$ cat config.mk
export PLATFORM = sky130hd
export DESIGN_NAME = card_turn_controller
export DESIGN_NICKNAME = d
export VERILOG_FILES = /design/src/rtl/card_pkg.sv /design/src/rtl/card_turn_controller_hold_timer.sv /design/src/rtl/card_turn_controller.sv
export SDC_FILE = /design/constraint.sdc
export NUM_CORES = 1
export LEC_CHECK = 0
export ABC_AREA = 1
export CORE_MARGIN = 1
export CORE_UTILIZATION = 40
export CTS_CLUSTER_SIZE = 40
export DETAILED_ROUTE_END_ITERATION = 8
export PLACE_DENSITY = 0.67
export SLEW_MARGIN = 10
export SYNTH_ARGS = -nofsm -noshare
export SYNTH_HDL_FRONTEND = slang
export SYNTH_SLANG_ARGS = --single-unit
$ cat constraint.sdc
create_clock -name clk -period 9.02 [get_ports clk]
set_clock_uncertainty 0.05 [all_clocks]
set_input_delay 0.902 -clock clk [delete_from_list [all_inputs] [get_ports clk]]
set_output_delay 0.902 -clock clk [all_outputs]
set_load 0.05 [all_outputs]
$ cat src/rtl/card_pkg.sv
// Shared types and constants for the memory-game turn sequencer.
package card_pkg;

    localparam int N_CARDS = 16;
    localparam int SYM_W   = 3;
    localparam int CARD_W  = 5;
    localparam int N_PAIRS = N_CARDS / 2;

    // Card status as drawn by the video generator in bits [4:3] of each card word.
    typedef enum logic [1:0] {
        ST_HIDDEN  = 2'b00,
        ST_FACE_UP = 2'b01,
        ST_MATCHED = 2'b10
    } card_status_t;

    typedef enum logic [2:0] {
        S_IDLE,
        S_PICK1,
        S_PICK2,
        S_CHECK,
        S_SHOW,
        S_SWAP,
        S_OVER
    } turn_state_t;

    localparam logic [1:0] GAN_NONE = 2'b00;
    localparam logic [1:0] GAN_P1   = 2'b01;
    localparam logic [1:0] GAN_P2   = 2'b10;
    localparam logic [1:0] GAN_TIE  = 2'b11;

    // Winner encoding from the final scores.
    function automatic logic [1:0] winner_of(input logic [3:0] p1, input logic [3:0] p2);
        if (p1 > p2) begin
            return GAN_P1;
        end
        if (p1 < p2) begin
            return GAN_P2;
        end
        return GAN_TIE;
    endfunction

endpackage

$ cat src/rtl/card_turn_controller_hold_timer.sv
// Loadable down-counter that keeps a mismatched pair face-up.
module hold_timer #(
    parameter int SHOW_CYCLES = 50_000_000
) (
    input  logic clk,
    input  logic rst,
    input  logic load,
    output logic done
);
    localparam int CNT_W = (SHOW_CYCLES > 1) ? $clog2(SHOW_CYCLES) : 1;
    localparam logic [CNT_W-1:0] LOAD_VAL = CNT_W'(SHOW_CYCLES - 1);

    logic [CNT_W-1:0] count_reg;

    // Load the hold length, then count down and rest at zero.
    always_ff @(posedge clk or posedge rst) begin
        if (rst) begin
            count_reg <= '0;
        end else if (load) begin
            count_reg <= LOAD_VAL;
        end else if (count_reg != '0) begin
            count_reg <= count_reg - CNT_W'(1);
        end
    end

    assign done = (count_reg == '0);

endmodule

$ cat src/rtl/card_turn_controller.sv
// Turn sequencer for the 16-card memory game: cursor, flips, pair
// resolution, player alternation, scoring and winner.
module card_turn_controller
    import card_pkg::*;
#(
    parameter int SHOW_CYCLES = 50_000_000
) (
    input  logic                              clk,
    input  logic                              rst,
    input  logic                              start,
    input  logic [N_CARDS-1:0][SYM_W-1:0]     sym_in,
    input  logic                              left,
    input  logic                              right,
    input  logic                              sel,
    input  logic                              tiempo_terminado,
    output logic [N_CARDS-1:0][CARD_W-1:0]    arr_cartas,
    output logic [3:0]                        cursor,
    output logic                              jugador,
    output logic [3:0]                        score_p1,
    output logic [3:0]                        score_p2,
    output logic [1:0]                        cartas_sel,
    output logic                              restart_timer,
    output logic [1:0]                        ganador,
    output logic                              game_over
);

    turn_state_t      state_reg;
    logic [SYM_W-1:0] sym_reg    [N_CARDS];
    card_status_t     status_reg [N_CARDS];
    logic [3:0]       a_reg;
    logic [3:0]       b_reg;
    logic             pass_reg;
    logic [3:0]       cursor_next;
    logic             pair_match;
    logic             hold_load;
    logic             hold_done;
    logic [4:0]       total_pairs;

    // Card words are the status and symbol registers side by side.
    generate
        for (genvar gi = 0; gi < N_CARDS; gi++) begin : g_card
            assign arr_cartas[gi] = {status_reg[gi], sym_reg[gi]};
        end
    endgenerate

    // Cursor step: opposing pulses in the same cycle cancel; 4-bit math wraps mod 16.
    always_comb begin
        cursor_next = cursor;
        if (right && !left) begin
            cursor_next = cursor + 4'd1;
        end else if (left && !right) begin
            cursor_next = cursor - 4'd1;
        end
    end

    assign pair_match  = (sym_reg[a_reg] == sym_reg[b_reg]);
    assign hold_load   = (state_reg == S_CHECK) && !pair_match;
    assign total_pairs = {1'b0, score_p1} + {1'b0, score_p2};

    hold_timer #(
        .SHOW_CYCLES(SHOW_CYCLES)
    ) u_hold (
        .clk (clk),
        .rst (rst),
        .load(hold_load),
        .done(hold_done)
    );

    // Main turn FSM with all outputs registered.
    always_ff @(posedge clk or posedge rst) begin
        if (rst) begin
            state_reg     <= S_IDLE;
            for (int i = 0; i < N_CARDS; i++) begin
                sym_reg[i]    <= '0;
                status_reg[i] <= ST_HIDDEN;
            end
            a_reg         <= '0;
            b_reg         <= '0;
            pass_reg      <= 1'b0;
            cursor        <= '0;
            jugador       <= 1'b0;
            score_p1      <= '0;
            score_p2      <= '0;
            cartas_sel    <= '0;
            restart_timer <= 1'b0;
            ganador       <= GAN_NONE;
            game_over     <= 1'b0;
        end else begin
            restart_timer <= 1'b0;
            case (state_reg)
                S_IDLE, S_OVER: begin
                    if (start) begin
                        for (int i = 0; i < N_CARDS; i++) begin
                            sym_reg[i]    <= sym_in[i];
                            status_reg[i] <= ST_HIDDEN;
                        end
                        cursor        <= '0;
                        score_p1      <= '0;
                        score_p2      <= '0;
                        jugador       <= 1'b0;
                        cartas_sel    <= '0;
                        ganador       <= GAN_NONE;
                        game_over     <= 1'b0;
                        restart_timer <= 1'b1;
                        state_reg     <= S_PICK1;
                    end
                end
                S_PICK1: begin
                    cursor <= cursor_next;
                    // Timeout has priority over a simultaneous select.
                    if (tiempo_terminado) begin
                        pass_reg  <= 1'b1;
                        state_reg <= S_SWAP;
                    end else if (sel && status_reg[cursor] == ST_HIDDEN) begin
                        status_reg[cursor] <= ST_FACE_UP;
                        a_reg              <= cursor;
                        cartas_sel         <= 2'd1;
                        state_reg          <= S_PICK2;
                    end
                end
                S_PICK2: begin
                    cursor <= cursor_next;
                    if (tiempo_terminado) begin
                        status_reg[a_reg] <= ST_HIDDEN;
                        pass_reg          <= 1'b1;
                        state_reg         <= S_SWAP;
                    end else if (sel && status_reg[cursor] == ST_HIDDEN) begin
                        status_reg[cursor] <= ST_FACE_UP;
                        b_reg              <= cursor;
                        cartas_sel         <= 2'd2;
                        state_reg          <= S_CHECK;
                    end
                end
                S_CHECK: begin
                    if (pair_match) begin
                        status_reg[a_reg] <= ST_MATCHED;
                        status_reg[b_reg] <= ST_MATCHED;
                        if (jugador) begin
                            score_p2 <= score_p2 + 4'd1;
                        end else begin
                            score_p1 <= score_p1 + 4'd1;
                        end
                        pass_reg  <= 1'b0;
                        state_reg <= S_SWAP;
                    end else begin
                        // The hold timer is loaded combinationally during this cycle.
                        pass_reg  <= 1'b1;
                        state_reg <= S_SHOW;
                    end
                end
                S_SHOW: begin
                    if (hold_done) begin
                        status_reg[a_reg] <= ST_HIDDEN;
                        status_reg[b_reg] <= ST_HIDDEN;
                        state_reg         <= S_SWAP;
                    end
                end
                S_SWAP: begin
                    if (pass_reg) begin
                        jugador <= ~jugador;
                    end
                    cartas_sel    <= '0;
                    restart_timer <= 1'b1;
                    if (total_pairs == 5'(N_PAIRS)) begin
                        ganador   <= winner_of(score_p1, score_p2);
                        game_over <= 1'b1;
                        state_reg <= S_OVER;
                    end else begin
                        state_reg <= S_PICK1;
                    end
                end
                default: state_reg <= S_IDLE;
            endcase
        end
    end

endmodule

==> results.txt <==
The flow ran to the end, and the final reports show no timing, DRC or antenna violations. The capturing element type of the critical path was a flop. After routing, the total negative slack on setup checks comes to 0 ns. In the routed layout, each cell is associated on average with a via count of 5.34. During synthesis, Yosys emitted a total of 0 warnings. The floorplan die width works out to 156 microns. The setup slack after placement is 5.02 ns. The run gives 0 as the initial antenna violation count. The number of global-route vias before repair came out at 9,227. The remaining antenna violation count after routing was 0. The tools report the sequential fraction of the synthesis area as 36.0%. In the post-synthesis netlist, the biggest area contributors are dfrtp_1 36%, nand2_1 22%, mux2_2 5.2%.

Buffers inserted to repair hold after CTS numbered 0. The number of setup violations in the final report was 0; the share of the clock period used by the worst path after layout was 45.6%. The fraction of final layout cells with drive strength greater than 1 is 7.10%, and the later-pin clock latency in the skew report is 0.43 ns. The logs give 20.7 mm for the placed wire-length estimate after detailed placement and 2 for the number of buffers between clock root and the deepest sink. The arrival time reported for the critical path endpoint was 4.38 ns; the ratio of total power to cell area was 364 mW/mm^2.

STA classifies the critical path startpoint as a flop. Clock-pin slew was measured on the worst setup and hold paths at 0.06 ns. Across the run, the number of max-cap violations was 0. After floorplanning, the core was sized to cover 0.0234 sq mm. The run gives 0 as the number of cells upsized or downsized after cts.

Final total power: 4.27 mW. The measured slew at the worst slew-check pin is 1.15 ns, and the worst slew margin relative to its limit is 23.1%. Counting the buffers created by CTS gives 17.

The number of flops mapped to enable cells by yosys is 0, and the flip-flop and latch count after synthesis is 137. The cell at the root of the clock tree is clkbuf_16. The final layout contains routed wiring with a total length of 30.0 mm. The number of cells produced by synthesis was 1,402. Buffers placed on the I/O ports in this run total 153. Counting distinct cell types in the post-synthesis netlist gives 44. The biggest area consumer among synthesized cells is dfrtp_1. Launching point of the worst reg2reg path: a_reg[0]$_DFFE_PP0P_. The largest fanout of any net on the critical path is 58. Entering global routing, the biggest net connects 75 pins. The number of antenna diodes in the final layout is 0. The level count of the clock H-tree is 4, and the mean area per synthesized cell is 6.79 sq um. The combined global-route utilization of all metal layers came out at 25.4%.

The die is 156 microns tall. The global placement routability congestion is 0.957, and the number of max-slew violations in the final report is 0. Subtracting the final worst setup slack from the clock period gives 4.11 ns. The die covers 0.0244 sq mm. Setup slack closes at 4.91 ns. The tools report the number of failing hold endpoints at the final stage as 0.

Launching element of the worst setup path: a_reg[0]$_DFFE_PP0P_. The detailed router finished its first iteration with 879 violations. Data on the critical path is required at its endpoint by 9.28 ns. For this configuration, the core starts out at a cell density of 40.7%.

The analysis attributes to cell leakage a power of 5.77 nW. For the final-layout fill cell count, the log shows 2,324. Setup repair after global routing left no endpoint under its margin. The number of setup buffers added after CTS is 0.

Number of nets in the layout: 1,594. Final global-route overflow total: 0. The startpoint identified for the worst hold timing path is game_over$_DFFE_PP0P_.

The min-delay analysis places its worst path in the category flop to flop. The most used flip-flop cell after synthesis is dfrtp_1. IR analysis of the VDD net gives a maximum drop of 230 uV. The type of the setup path with the least slack was flop to flop. Ranked by instance count, the synthesized netlist is headed by 570 x nand2_1, 137 x dfrtp_1, 128 x nor2_1.

The remaining routing DRC violations was 0; the area share of the largest cell type after synthesis was 36.0%. The logs give 243 MHz for the timing-limited maximum frequency and 48.4 mm for the first-pass GRT wire length. TritonCTS built the clock tree. The wire length per cell is 16.2 microns.

The clock net in this run drives a total of 137 sinks. For this run, asynchronously set or reset flops after synthesis account for 100%. The combined area of all synthesized cells came out at 0.00951 sq mm. The flip-flop count of the largest register after layout was 80; the I/O pin count was 154.

When the netlist entered floorplanning its net count stood at 1,473. The cell row count was 56; the first-pass iteration count of the detailed router was 8. From synthesis to final layout, the design area changed by 23.3%. Across all layers, the routed design uses 9,909 vias.

The most common cell in the netlist was nand2_1.
==> per-stage QoR <==
step                      utilization (%)  area, sq um  instances  hold WS, ns
after CTS                            50.1        11700       1855        0.435
after global placement               47.6        11100       1823        0.416
final                                50.1        11700       1855        0.428
after floorplan                         -         9510       1402        0.424
after detailed placement             47.6        11100       1823        0.422
after global routing                 50.1        11700       1855        0.449
==> per-layer routing <==
layer  global-route usage, %  vias to the layer above  wire [microns]
met3                    4.60                       67            2480
met2                    41.9                      463           14000
li1                        -                     4777               -
met1                    32.9                     4602           12600
met4                    9.85                        0             866
met5                       0                        -               0
==> kinds of logic (layout without fill, tap and decap cells) <==
group | Yosys count | after routing | share of synthesized area (%)
AOI/OAI and AO/OA | 139 | 139 | 8.71
xor gates and xnor gates | 14 | 14 | 1.29
adders and majority gates | 16 | 16 | 2.26
buffers and inverters | 184 | 318 | 8.85
DFF | 137 | 137 | 36.0
muxes | 44 | 44 | 5.21
and+or+nand+nor | 868 | 868 | 37.7
==> path summary, 6_finish.rpt <==
check	to	slack (ns)	cells after the start
max	arr_cartas[3]$_DFFE_PP0P_	4.91	16
min	game_over$_DFFE_PP0P_	0.43	2
max reg2reg	arr_cartas[3]$_DFFE_PP0P_	4.91	16
min reg2reg	game_over$_DFFE_PP0P_	0.43	2
max in group asynchronous	arr_cartas[13]$_DFFE_PP0P_	6.63	3
min in group asynchronous	arr_cartas[36]$_DFFE_PP0P_	0.88	2
==> cells in the final DEF (no fill, tap or decap), types with 4 or more instances in the layout <==
| master | n |
|---|---|
| clkdlybuf4s50_1 | 153 |
| inv_1 | 114 |
| nand4_1 | 50 |
| inv_2 | 11 |
| nor2_2 | 5 |
| clkinv_2 | 4 |
| nand3_2 | 4 |
| mux2_2 | 44 |
| nor2_1 | 128 |
| o21ai_0 | 52 |
| o21ai_1 | 7 |
| o22ai_1 | 5 |
| nor3_1 | 9 |
| nand2_1 | 569 |
| a21oi_1 | 33 |
| xor2_1 | 10 |
| nand3_1 | 91 |
| xnor2_1 | 4 |
| dfrtp_1 | 137 |
| ha_1 | 14 |
| nor4_1 | 5 |
| buf_4 | 5 |
| o211ai_1 | 19 |
| a211oi_1 | 9 |
| clkbuf_16 | 17 |
==> critical path: stages, from the launching register on <==
cell and delay [ns]:
dfrtp_1 1.00, inv_2 0.38, nand2_1 0.16, nand2_1 0.08, nand2_1 0.06, nand2_1 0.07, nand2_1 0.05, nand2_1 0.07
nor2_1 0.10, nand2_1 0.06, nand2_1 0.09, nand3_1 0.10, nand2_2 0.06, buf_4 0.55, nand3_2 0.77, nand2_1 0.25
nand2_1 0.07
==> layout make-up <==
class | count | area, sq um | share of cell area (%)
clock inverters | 12 | 150 | 1.28
repair buffers | 158 | 1570 | 13.4
inverters | 128 | 488 | 4.16
well taps | 319 | 399 | 3.40
clock buffers | 20 | 447 | 3.81
flip-flops and latches | 137 | 3430 | 29.2
multi-input cells | 1081 | 5250 | 44.7
==> where the power goes <==
group | switching (mW) | total, mW | internal (mW)
clock network | 0.277 | 0.717 | 0.440
logic | 1.61 | 2.39 | 0.778
registers | 0.333 | 1.17 | 0.837
total | 2.22 | 4.27 | 2.06
No activity file was read; power rests on OpenSTA's default activity.
